<file path="src/rtl/shr_pkg.sv">
// shr_pkg: shared defaults and the output-register state encoding for the SHR datapath stage.
package shr_pkg;
    localparam int SHR_WIDTH     = 2;
    localparam int SHR_CNT_WIDTH = 8;

    typedef enum logic [1:0] {
        EMPTY = 2'd0,
        ONE   = 2'd1,
        TWO   = 2'd2
    } shr_out_state_t;
endpackage

</file>
<file path="src/rtl/shr_out_reg_sat_counter.sv">
// sat_counter: saturating up-counter with increment enable and async active-high reset.
module sat_counter #(
    parameter int CNT_WIDTH = shr_pkg::SHR_CNT_WIDTH
) (
    input  logic                 clk_i,
    input  logic                 rst_i,
    input  logic                 inc_i,
    output logic [CNT_WIDTH-1:0] cnt_o
);
    logic [CNT_WIDTH-1:0] cnt_q, cnt_d;

    assign cnt_d = (inc_i && cnt_q != '1) ? cnt_q + CNT_WIDTH'(1) : cnt_q;
    assign cnt_o = cnt_q;

    always_ff @(posedge clk_i or posedge rst_i) begin
        if (rst_i) cnt_q <= '0;
        else       cnt_q <= cnt_d;
    end
endmodule

</file>
<file path="src/rtl/shr_out_reg.sv">
// shr_out_reg: two-entry elastic output register for the SHR stage with a saturating transfer counter.
// Define SHR_OUT_REG_ZERO_EN to add the out_zero flag that travels with each stored word.
module shr_out_reg
    import shr_pkg::*;
#(
    parameter int WIDTH     = SHR_WIDTH,
    parameter int CNT_WIDTH = SHR_CNT_WIDTH
) (
    input  logic                 Clk,
    input  logic                 Rst,
    input  logic [WIDTH-1:0]     in_d,
    input  logic                 in_valid,
    output logic                 in_ready,
    output logic [WIDTH-1:0]     out_d,
    output logic                 out_valid,
    input  logic                 out_ready,
`ifdef SHR_OUT_REG_ZERO_EN
    output logic                 out_zero,
`endif
    output logic [CNT_WIDTH-1:0] xfer_cnt
);
    shr_out_state_t   state_q;
    logic [WIDTH-1:0] main_q, skid_q;
    logic             acc, tk, ld_main, ld_skid, from_skid;

    // Handshake outputs decode only the state, so no input reaches them combinationally.
    assign out_valid = (state_q != EMPTY);
    assign in_ready  = (state_q != TWO);
    assign out_d     = main_q;

    assign acc       = in_valid && in_ready;
    assign tk        = out_valid && out_ready;
    assign from_skid = (state_q == TWO);
    assign ld_main   = (state_q == EMPTY && acc) || (state_q == ONE && acc && tk) || (state_q == TWO && tk);
    assign ld_skid   = (state_q == ONE) && acc && !tk;

    always_ff @(posedge Clk or posedge Rst) begin
        if (Rst) begin
            state_q <= EMPTY;
        end else begin
            case (state_q)
                EMPTY:   state_q <= acc ? ONE : EMPTY;
                ONE:     state_q <= (acc && !tk) ? TWO : (!acc && tk) ? EMPTY : ONE;
                TWO:     state_q <= tk ? ONE : TWO;
                default: state_q <= EMPTY;
            endcase
        end
    end

    always_ff @(posedge Clk or posedge Rst) begin
        if (Rst) begin
            main_q <= '0;
            skid_q <= '0;
        end else begin
            if (ld_main) main_q <= from_skid ? skid_q : in_d;
            if (ld_skid) skid_q <= in_d;
        end
    end

`ifdef SHR_OUT_REG_ZERO_EN
    logic main_z_q, skid_z_q;

    always_ff @(posedge Clk or posedge Rst) begin
        if (Rst) begin
            main_z_q <= 1'b1;
            skid_z_q <= 1'b1;
        end else begin
            if (ld_main) main_z_q <= from_skid ? skid_z_q : (in_d == '0);
            if (ld_skid) skid_z_q <= (in_d == '0);
        end
    end

    assign out_zero = main_z_q;
`endif

    sat_counter #(.CNT_WIDTH(CNT_WIDTH)) u_xfer_cnt (
        .clk_i (Clk),
        .rst_i (Rst),
        .inc_i (tk),
        .cnt_o (xfer_cnt)
    );
endmodule

</file>
<file path="config.mk">
export PLATFORM = sky130hd
export DESIGN_NAME = shr_out_reg
export DESIGN_NICKNAME = d
export VERILOG_FILES = /design/src/rtl/shr_pkg.sv /design/src/rtl/shr_out_reg_sat_counter.sv /design/src/rtl/shr_out_reg.sv
export SDC_FILE = /design/constraint.sdc
export NUM_CORES = 1
export LEC_CHECK = 0
export ABC_CLOCK_PERIOD_IN_PS = 1400
export CORE_MARGIN = 4
export CORE_UTILIZATION = 32
export DETAILED_ROUTE_END_ITERATION = 10
export GPL_TIMING_DRIVEN = 0
export HOLD_SLACK_MARGIN = 0.1
export PLACE_DENSITY = 0.62
export SLEW_MARGIN = 30
export SYNTH_ARGS = -nofsm -noshare
export SYNTH_HDL_FRONTEND = slang
export SYNTH_SLANG_ARGS = --single-unit
export TNS_END_PERCENT = 20
</file>
<file path="constraint.sdc">
create_clock -name Clk -period 1.4 [get_ports Clk]
set_input_delay 0.14 -clock Clk [delete_from_list [all_inputs] [get_ports Clk]]
set_output_delay 0.14 -clock Clk [all_outputs]
set_load 0.01 [all_outputs]
</file>
==> flow_summary.ini <==
[route]
drc = 0
drt_iter0_drc = 9
ant_nets = 0
drt_pass1_iterations = 4
vias = 620
wl_per_cell_um = 13.5
route.final.wire_length_mm = 1.73
avgViaCountPerCell = 4.84

[global_route]
overflow = 0
groute.usage.overall_pct = 10.7
antenna_found_initial = 0
grt_max_degree = 15
first_global_vias = 603
grt_pass1_wl_mm = 2.76

[floorplan]
start_util_pct = 33.7
die_height_um = 56.5
coreArea_um2 = 2230
ioPinCount = 18
die_area_um2 = 3190
rows = 17
dieWidth_um = 56.5

[timing]
timing.final.crit_share_pct = 102
skew_ns = 0.000567
period_minus_slack_ns = 1.43
worstMarginPinSlew_ns = 0.544
finalSetupViolations = 2
grt_setup_unrepaired = true
fmax_ghz = 0.701
relSlewSlack_pct = 63.7
report.final.slew_viol_count = 0
hold_violations = 0
finalWorstSetupSlack_ns = -0.0262

[finish]
final_area_um2 = 1190
utilization_pct = 53.1
drive_above_1_share_pct = 43.0
syn2layout_area_growth_pct = 57.7
antenna_cells = 0
nNetsFinal = 109
n_fill_cell = 210
layout_common_cells = 10 x dfrtp_1, 10 x buf_4, 7 x nand2_1, 7 x clkdlybuf4s50_1

[place]
io_buffers = 17
dpl.hpwl_mm = 1.07
placed_area_um2 = 965
gp_congestion = 0.702

[logic_synthesis]
synthTopCellsByArea = dfrtp_1 47%, mux2_1 13%, nand2_1 3.5%
synth_area_leader_cell = dfrtp_1
synth_top_area_share_pct = 46.6
yosys_warnings = 0
synth-seq-cells = 14
netlist_instances = 66
ys_seq_area_share_pct = 46.6
ys_types = 29
synth_nets = 74
synth_area_um2 = 752
avgSynthCellArea_um2 = 11.4

[pwr]
power.density_nw_per_um2 = 1980
leakage_nw = 0.553
p_clk_share_pct = 12.5
switching_share_pct = 35.4
p_sw_uw = 832
internal_power_mw = 1.52
ir_worst_vdd_mv = 1.26
combPwrFrac_pct = 55.1
pwr-share-seq_pct = 32.4

[worst_setup_path]
reg2regPathDepth = 4
critPathKind = reg -> reg
required_ns = 1.57
r2r_setup_slack_ns = -0.03
worst_ep_arrival_time_ns = 1.59
startpoint = u_xfer_cnt.cnt_o[1]
cp_max_fo = 3
critPathLaunchType = flop
r2r_end = u_xfer_cnt.cnt_o[1]
crit_path_end = u_xfer_cnt.cnt_o[1]
cp-end-kind = flop
r2r_start = u_xfer_cnt.cnt_o[1]

[clock_network]
holdBufCountCts = 0
htree_levels = 1
clock_latency_ns = 0.27
cts_tree = built
cts_sinks = 14
path_clk_slew_ns = 0.09
clockRootBuffer = clkbuf_4
cts_buffer_depth = 2
cts_buffers = 3

[status]
violations = setup timing
status = finished with violations

[job]
cap_violations = 0

[worst_hold_path]
hold_path_class = in -> async
Yosys cell counts (all sizes together):
| master | number |
|---|---|
| and2 | 1 |
| nand2 | 7 |
| nor2 | 1 |
| a21oi | 1 |
| nand2b | 3 |
| mux2i | 1 |
| nor4 | 1 |
| dfrtp | 14 |
| inv | 3 |
| o22ai | 1 |
| and3 | 1 |
| nor2b | 2 |
| nand4 | 2 |
| o2111a | 1 |
| o21ai | 4 |
| nor3 | 2 |
| o21a | 1 |
| ha | 2 |
| nand3 | 2 |
| mux2 | 11 |
| o211ai | 1 |
| nand3b | 1 |
| or2 | 1 |
| xnor2 | 2 |
worst min path at each step:
| stage | to | cells past startpoint | from |
|---|---|---|---|
| after detailed placement | skid_q[1] | 1 | skid_q[1] |
| after global placement | skid_q[0] | 1 | skid_q[0] |
| after global routing | out_d[1] | 2 | Rst |
| final | skid_q[0] | 2 | Rst |
| after floorplan | out_d[0] | 1 | Rst |
| after CTS | skid_q[0] | 2 | Rst |
through the flow:
step / setup slack [ns] / TNS (ns) / total power, mW / hold slack (ns) / cells
final: -0.0262 / -0.0477 / 2.35 / 0.199 / 128
after floorplan: -0.0462 / -0.0462 / 1.26 / 0.0292 / 66
after detailed placement: -0.234 / -1.32 / 1.66 / 0.473 / 111
after CTS: -0.0311 / -0.0519 / 2.11 / 0.221 / 122
after global routing: -0.0873 / -0.370 / 2.50 / 0.254 / 128
after global placement: -0.211 / -1.09 / 1.63 / 0.469 / 111
timing repair:
item	4_1_cts	5_1_grt
buffers inserted	7	6
gates resized for setup	16	19
pin swaps	3	7
setup endpoints to repair	11	16
flip-flops by register name, indices dropped and copies added (netlist names):
| register | flops |
|---|---|
| state_q | 2 |
| skid_q | 2 |
| out_d | 2 |
| u_xfer_cnt.cnt_o | 8 |
layer usage:
| layer | global-route usage, % | vias to the layer above | wire, um |
|---|---|---|---|
| met5 | 0 | - | 0 |
| met3 | 3.45 | 2 | 104 |
| li1 | - | 305 | - |
| met2 | 17.5 | 16 | 875 |
| met1 | 13.5 | 297 | 745 |
| met4 | 3.05 | 0 | 5 |
logic make-up after synthesis:
| family | Yosys count | share of synthesized area (%) |
|---|---|---|
| compound gates | 9 | 8.65 |
| xor+xnor | 2 | 2.33 |
| fa+ha+maj | 2 | 3.33 |
| buf+inv | 3 | 1.50 |
| flops | 14 | 46.6 |
| mux | 12 | 17.8 |
| simple gates | 24 | 19.8 |
worst max-delay path: stages, from the launching register on:
cell	delay, ns
dfrtp_1	0.43
ha_4	0.17
nand4_1	0.18
o21ai_2	0.23
mux2_4	0.31
cell type report:
| type | instances | area [um2] | share of cell area (%) |
|---|---|---|---|
| well taps | 28 | 35.0 | 2.95 |
| clock buffers | 4 | 36.3 | 3.06 |
| repair buffers | 30 | 275 | 23.2 |
| inverters | 3 | 16.3 | 1.37 |
| flip-flops and latches | 14 | 355 | 30.0 |
| multi-input cells | 49 | 468 | 39.5 |
power by group through the flow:
| stage | combinational (mW) | clock, mW | sequential (mW) |
|---|---|---|---|
| after CTS | 1.06 | 0.298 | 0.752 |
| after global placement | 0.869 | 0 | 0.760 |
| after floorplan | 0.467 | 0 | 0.788 |
| after global routing | 1.40 | 0.316 | 0.792 |
| after detailed placement | 0.890 | 0 | 0.772 |
| final | 1.29 | 0.294 | 0.761 |
Note: power is estimated with default switching activity, not from simulation.
